**src/rtl/ss_fifo_sync_if.sv**
```systemverilog
// SS valid/ready stream interface used on both sides of ss_fifo_sync.
// The master drives valid/data/last and samples ready; the slave does the reverse.
interface ss_fifo_sync_if #(
  parameter int DATA_W = 8
) ();

  logic              valid;
  logic              ready;
  logic [DATA_W-1:0] data;
  logic              last;

  modport master (
    output valid,
    output data,
    output last,
    input  ready
  );

  modport slave (
    input  valid,
    input  data,
    input  last,
    output ready
  );

endinterface

```
**src/rtl/ss_fifo_sync.sv**
```systemverilog
// ss_fifo_sync: synchronous first-word-fall-through FIFO for the SS stream.
// Pointers carry one extra MSB so that full and empty can be told apart.
// in.ready and almost_full are registered; out.valid comes from registered
// state only, so there is no combinational path from out.ready to in.ready.
//
// Optional feature: define SS_FIFO_PKT_MODE_EN for store-and-forward packet
// mode, where out.valid waits for a complete packet (or a full FIFO, which
// lets packets longer than the FIFO stream through cut-through).
module ss_fifo_sync #(
  parameter int DEPTH           = 16,
  parameter int ALMOST_FULL_LVL = DEPTH - 2,
  parameter int DATA_W          = 8
) (
  input  logic                       clk,
  input  logic                       rst_n,
  ss_fifo_sync_if.slave              in_i,
  ss_fifo_sync_if.master             out_o,
  output logic [$clog2(DEPTH+1)-1:0] level_o,
  output logic                       almost_full_o
);

  localparam int ADDR_W = $clog2(DEPTH);
  localparam int PTR_W  = ADDR_W + 1;
  localparam int LVL_W  = $clog2(DEPTH + 1);

  logic [PTR_W-1:0]  wrPtr_q, wrPtr_d;
  logic [PTR_W-1:0]  rdPtr_q, rdPtr_d;
  logic [LVL_W-1:0]  level_q, level_d;
  logic              inReady_q, inReady_d;
  logic              almostFull_q, almostFull_d;
  logic [DATA_W:0]   mem_q [DEPTH];

  logic              empty;
  logic              full;
  logic              fullNext;
  logic              outValid;
  logic              wrEn;
  logic              rdEn;
  logic [DATA_W:0]   headEntry;

`ifdef SS_FIFO_PKT_MODE_EN
  logic [LVL_W-1:0]  pktCnt_q, pktCnt_d;
`endif

  // Full/empty decode, head-of-queue view and the two handshakes.
  always_comb begin
    empty     = (wrPtr_q == rdPtr_q);
    full      = (wrPtr_q[ADDR_W-1:0] == rdPtr_q[ADDR_W-1:0]) &&
                (wrPtr_q[ADDR_W] != rdPtr_q[ADDR_W]);
    headEntry = mem_q[rdPtr_q[ADDR_W-1:0]];
`ifdef SS_FIFO_PKT_MODE_EN
    outValid  = !empty && ((pktCnt_q != '0) || full);
`else
    outValid  = !empty;
`endif
    wrEn      = in_i.valid && inReady_q;
    rdEn      = outValid && out_o.ready;
  end

  assign out_o.valid   = outValid;
  assign out_o.data    = headEntry[DATA_W-1:0];
  assign out_o.last    = headEntry[DATA_W];
  assign in_i.ready    = inReady_q;
  assign level_o       = level_q;
  assign almost_full_o = almostFull_q;

  // Next pointers, level and the registered flags derived from them.
  always_comb begin
    wrPtr_d = wrPtr_q + PTR_W'(wrEn);
    rdPtr_d = rdPtr_q + PTR_W'(rdEn);
    level_d = level_q;
    case ({wrEn, rdEn})
      2'b10:   level_d = level_q + LVL_W'(1);
      2'b01:   level_d = level_q - LVL_W'(1);
      default: level_d = level_q;
    endcase
    fullNext     = (wrPtr_d[ADDR_W-1:0] == rdPtr_d[ADDR_W-1:0]) &&
                   (wrPtr_d[ADDR_W] != rdPtr_d[ADDR_W]);
    inReady_d    = !fullNext;
    almostFull_d = (level_d >= LVL_W'(ALMOST_FULL_LVL));
  end

  // Pointer, level and flag registers; reset discards every stored word.
  always_ff @(posedge clk or negedge rst_n) begin
    if (!rst_n) begin
      wrPtr_q      <= '0;
      rdPtr_q      <= '0;
      level_q      <= '0;
      inReady_q    <= 1'b0;
      almostFull_q <= 1'b0;
    end else begin
      wrPtr_q      <= wrPtr_d;
      rdPtr_q      <= rdPtr_d;
      level_q      <= level_d;
      inReady_q    <= inReady_d;
      almostFull_q <= almostFull_d;
    end
  end

  // Storage array; contents need no reset because the pointers gate them.
  always_ff @(posedge clk) begin
    if (wrEn) begin
      mem_q[wrPtr_q[ADDR_W-1:0]] <= {in_i.last, in_i.data};
    end
  end

`ifdef SS_FIFO_PKT_MODE_EN
  // Count of complete packets held; a last written and read together cancel.
  always_comb begin
    pktCnt_d = pktCnt_q;
    case ({wrEn && in_i.last, rdEn && headEntry[DATA_W]})
      2'b10:   pktCnt_d = pktCnt_q + LVL_W'(1);
      2'b01:   pktCnt_d = pktCnt_q - LVL_W'(1);
      default: pktCnt_d = pktCnt_q;
    endcase
  end

  // Packet counter register.
  always_ff @(posedge clk or negedge rst_n) begin
    if (!rst_n) begin
      pktCnt_q <= '0;
    end else begin
      pktCnt_q <= pktCnt_d;
    end
  end
`endif

endmodule
```
**src/flat_wrapper.sv**
```systemverilog
// flat-port wrapper written by rule: the top's interface ports become plain ports
module ss_fifo_sync_flat 
#(
  parameter int DEPTH           = 16,
  parameter int ALMOST_FULL_LVL = DEPTH - 2,
  parameter int DATA_W          = 8
)
  (clk, rst_n, level_o, almost_full_o, in_i_valid, in_i_data, in_i_last, in_i_ready, out_o_valid, out_o_data, out_o_last, out_o_ready);
  ss_fifo_sync_if #(.DATA_W(DATA_W)) in_i_i ();
  ss_fifo_sync_if #(.DATA_W(DATA_W)) out_o_i ();
  input  logic clk;
  input  logic rst_n;
  output logic [$clog2(DEPTH+1)-1:0] level_o;
  output logic almost_full_o;
  input wire logic [$bits(in_i_i.valid)-1:0] in_i_valid;
  input wire logic [$bits(in_i_i.data)-1:0] in_i_data;
  input wire logic [$bits(in_i_i.last)-1:0] in_i_last;
  output wire logic [$bits(in_i_i.ready)-1:0] in_i_ready;
  output wire logic [$bits(out_o_i.valid)-1:0] out_o_valid;
  output wire logic [$bits(out_o_i.data)-1:0] out_o_data;
  output wire logic [$bits(out_o_i.last)-1:0] out_o_last;
  input wire logic [$bits(out_o_i.ready)-1:0] out_o_ready;
  assign in_i_i.valid = in_i_valid;
  assign in_i_i.data = in_i_data;
  assign in_i_i.last = in_i_last;
  assign in_i_ready = in_i_i.ready;
  assign out_o_valid = out_o_i.valid;
  assign out_o_data = out_o_i.data;
  assign out_o_last = out_o_i.last;
  assign out_o_i.ready = out_o_ready;
  ss_fifo_sync #(.DEPTH(DEPTH), .ALMOST_FULL_LVL(ALMOST_FULL_LVL), .DATA_W(DATA_W)) u_core (.clk(clk), .rst_n(rst_n), .in_i(in_i_i), .out_o(out_o_i), .level_o(level_o), .almost_full_o(almost_full_o));
endmodule
```
**config.mk**
```make
export PLATFORM = sky130hd
export DESIGN_NAME = ss_fifo_sync_flat
export DESIGN_NICKNAME = d
export VERILOG_FILES = /design/src/rtl/ss_fifo_sync_if.sv /design/src/rtl/ss_fifo_sync.sv /design/src/flat_wrapper.sv
export SDC_FILE = /design/constraint.sdc
export NUM_CORES = 1
export LEC_CHECK = 0
export BUFFER_PORTS_ARGS = -buffer_cell sky130_fd_sc_hd__buf_2
export CORE_MARGIN = 4
export CORE_UTILIZATION = 35
export DETAILED_ROUTE_END_ITERATION = 8
export PLACE_DENSITY = 0.53
export SYNTH_ARGS = -nofsm -noshare
export SYNTH_HDL_FRONTEND = slang
export SYNTH_SLANG_ARGS = --single-unit
```
**constraint.sdc**
```tcl
create_clock -name clk -period 2.7 [get_ports clk]
set_input_delay 0.135 -clock clk [delete_from_list [all_inputs] [get_ports clk]]
set_output_delay 0.135 -clock clk [all_outputs]
set_load 0.1 [all_outputs]
```
==> impl_metrics.py <==
metrics = {
    "setup_path": {
        "cp_data_arrival_time_ns": 2.45,
        "path_cells": "buf_16, mux4_1, a22oi_1, nand2_1, clkbuf_4",
        "r2r_start": "u_core.rdPtr_q[1]",
        "worstSetupStartpoint": "u_core.rdPtr_q[0]",
        "crit_type": "reg -> out",
        "crit_path_end_kind": "output port",
        "critPathMaxStageDelay_ns": 0.65,
        "worst_setup_path_start_kind": "flip-flop",
        "cp.required_ns": 2.57,
        "rrSetupSlack_ns": 0.14,
        "cp_max_fo": 55,
        "crit_family": "multiplexers",
        "worst-path-buf-inv": 2,
        "cp_slowest_cell": "mux4_1",
    },
    "clock_network": {
        "clock-sinks": 161,
        "cts_tree": "yes",
        "clockRootBuffer": "clkbuf_16",
        "postCtsSetupBuffers": 0,
        "clk-insertion-delay-late_ns": 0.41,
        "numCtsBuffers": 17,
        "cts_max_level": 4,
        "clk_pin_slew_ns": 0.06,
        "clock_tree.buffer_depth": 2,
    },
    "logic_synthesis": {
        "syn_nets": 392,
        "ys_ff_latch": 161,
        "synth_ff_type": "edfxtp_1",
        "avgSynthCellArea_um2": 18.0,
        "syn_area_um2": 6660,
        "ys_warn_count": 0,
        "yosysUniqueCellTypes": 40,
        "synth.yosys.seq_area_share": 0.714,
        "synthCells": 370,
        "ys_async_sr_fraction": 0.106,
        "synth_edf_count": 144,
    },
    "sta": {
        "post-route-period-util": 0.957,
        "tns_ns": 0,
        "slew_violations": 0,
        "setup_violations": 0,
        "hold_violations": 0,
        "timing.slew.headroom": 0.647,
        "worst_slew_pin_slew_ns": 0.527,
        "fin_crit_ns": 2.58,
        "finalClockSkew_ns": 0.00774,
        "max_freq_mhz": 387,
    },
    "placement": {
        "place_inst": 644,
        "hpwlAfterDp_mm": 9.21,
        "placement.io_buffers": 29,
        "placed_area_um2": 7280,
        "gp_congestion": 0.820,
    },
    "floorplanning": {
        "dieArea_um2": 21300,
        "rows": 50,
        "ios": 30,
        "start_util": 0.356,
        "coreArea_um2": 18700,
        "dieWidth_um": 146,
        "die_h_um": 146,
    },
    "flow_run": {
        "maxCapViolCount": 0,
    },
    "cells_and_area": {
        "final_common_cell": "edfxtp_1",
        "stdcell_area_um2": 7940,
        "nets": 452,
        "ff_latch_area_um2": 4750,
        "finalNonFillerCells": 677,
        "drive_gt1_frac": 0.307,
        "n_antenna_cell": 0,
        "final_cell_mix": "144 x edfxtp_1, 37 x mux2i_1, 33 x buf_4",
        "fill_cells": 1642,
        "utilization": 0.425,
        "multi_input_area_um2": 1870,
        "areaGrowthSynthToFinish_pct": 19.3,
    },
    "route": {
        "wl_per_cell_um": 20.3,
        "drt_pass1_iterations": 4,
        "drtIter0Drc": 190,
        "ant_nets": 0,
        "viasPerCell": 5.15,
        "vias": 3485,
        "drc": 0,
        "routed_wl_mm": 13.7,
    },
    "grt": {
        "top_usage_layer": "met2",
        "antenna_found_initial": 0,
        "grt_overflow": 0,
        "grtUsageTotal": 0.134,
        "grt_pass1_vias": 3579,
        "use_met1": 0.187,
        "use_met3": 0.0442,
        "grt_max_degree": 56,
        "grt_pass1_wl_mm": 21.5,
        "grt_util_met2": 0.204,
    },
    "hold_path": {
        "holdCritPathClass": "in -> reg",
        "worstHoldStart": "in_i_data[4]",
    },
    "status": {
        "outcome": "finished clean",
    },
}
==> metal layers <==
layer	part of all wire	vias to the layer above	wire (um)
met2	0.48	81	6590
met4	0.0055	0	76
li1	-	1595	-
met1	0.46	1801	6300
met5	0	-	0
met3	0.056	8	769
==> logic make-up (layout without fill, tap and decap cells) <==
logic type,count (synthesis),count (layout),share of synthesized area
compound gates,45,45,0.0566
mux,55,55,0.118
xor+xnor,19,19,0.0273
flops,161,161,0.714
buf+inv,23,96,0.0248
fa+ha+maj,9,9,0.0180
simple gates,58,58,0.0419
==> sequential cells by signal (all words and copies together) (netlist names) <==
register and flops:
u_core.almost_full_o 1, u_core.rdPtr_q 5, u_core.in_i.ready 1, u_core.level_o 5, u_core.mem_q 144, u_core.wrPtr_q 5
==> worst reg2reg max path: stages (launching register included) <==
cell and delay (ns):
dfrtp_2 0.45, xor2_1 0.17, nor4_2 0.30, nand2_2 0.09, and2_4 0.16, ha_4 0.19, fa_2 0.37, nand3_2 0.09
a21boi_2 0.07, or4_4 0.49, nand4_1 0.10
==> repair_timing <==
action	4_1_cts	5_1_grt
hold endpoints to repair	17	0
gates resized for setup	5	16
cloned	0	0
hold buffers	1	0
endpoints found under the setup margin	9	10
==> path summary, 6_finish.rpt <==
path | cells after the start | to
worst max-delay path | 5 | out_o_data[1]
worst min-delay path | 1 | u_core.mem_q[14][4]
worst max register to register | 10 | u_core.almost_full_o
worst min register to register | 1 | u_core.rdPtr_q[4]
max in group asynchronous | 2 | u_core.rdPtr_q[0]
min in group asynchronous | 2 | u_core.rdPtr_q[2]
==> cell usage after synthesis (2+ instances only) <==
library cell / count / share of area
xnor2_2: 2 / 0.0049
xnor2_1: 10 / 0.013
or3_1: 3 / 0.0028
dfrtp_1: 17 / 0.064
ha_1: 8 / 0.015
nand3_1: 9 / 0.0068
mux4_2: 16 / 0.054
nor2_1: 13 / 0.0073
a22oi_1: 9 / 0.010
inv_1: 3 / 0.0017
nor3_1: 4 / 0.0030
buf_6: 5 / 0.0085
buf_4: 4 / 0.0045
edfxtp_1: 144 / 0.65
nor4_1: 2 / 0.0019
o21ai_0: 11 / 0.0083
xor2_1: 7 / 0.0092
nand2_1: 16 / 0.0090
and2_1: 2 / 0.0019
nand2b_1: 2 / 0.0019
buf_2: 8 / 0.0060
nor2b_1: 2 / 0.0019
a221oi_2: 8 / 0.018
a21oi_1: 3 / 0.0023
mux4_1: 2 / 0.0079
a221oi_1: 10 / 0.013
mux2i_1: 37 / 0.056
==> area by class of cell <==
class,instances,share of cell area
inverter,4,0.00189
clock inverter,14,0.0184
tap,234,0.0369
clock buffer,18,0.0540
timing repair buffer,60,0.0548
sequential,161,0.599
multi-input combinational,186,0.235
==> stage by stage <==
step                      hold slack, ns  setup WS (ns)
after CTS                         0.0948        0.00631
final                              0.109          0.117
after global placement            0.0765          0.156
after detailed placement          0.0760          0.134
after floorplan                   -0.161         -0.343
after global routing               0.107       -0.00383
Power is left out: the tool's default activity adds up to more than one toggle a clock period on the data nets, which glitch-free logic cannot reach.
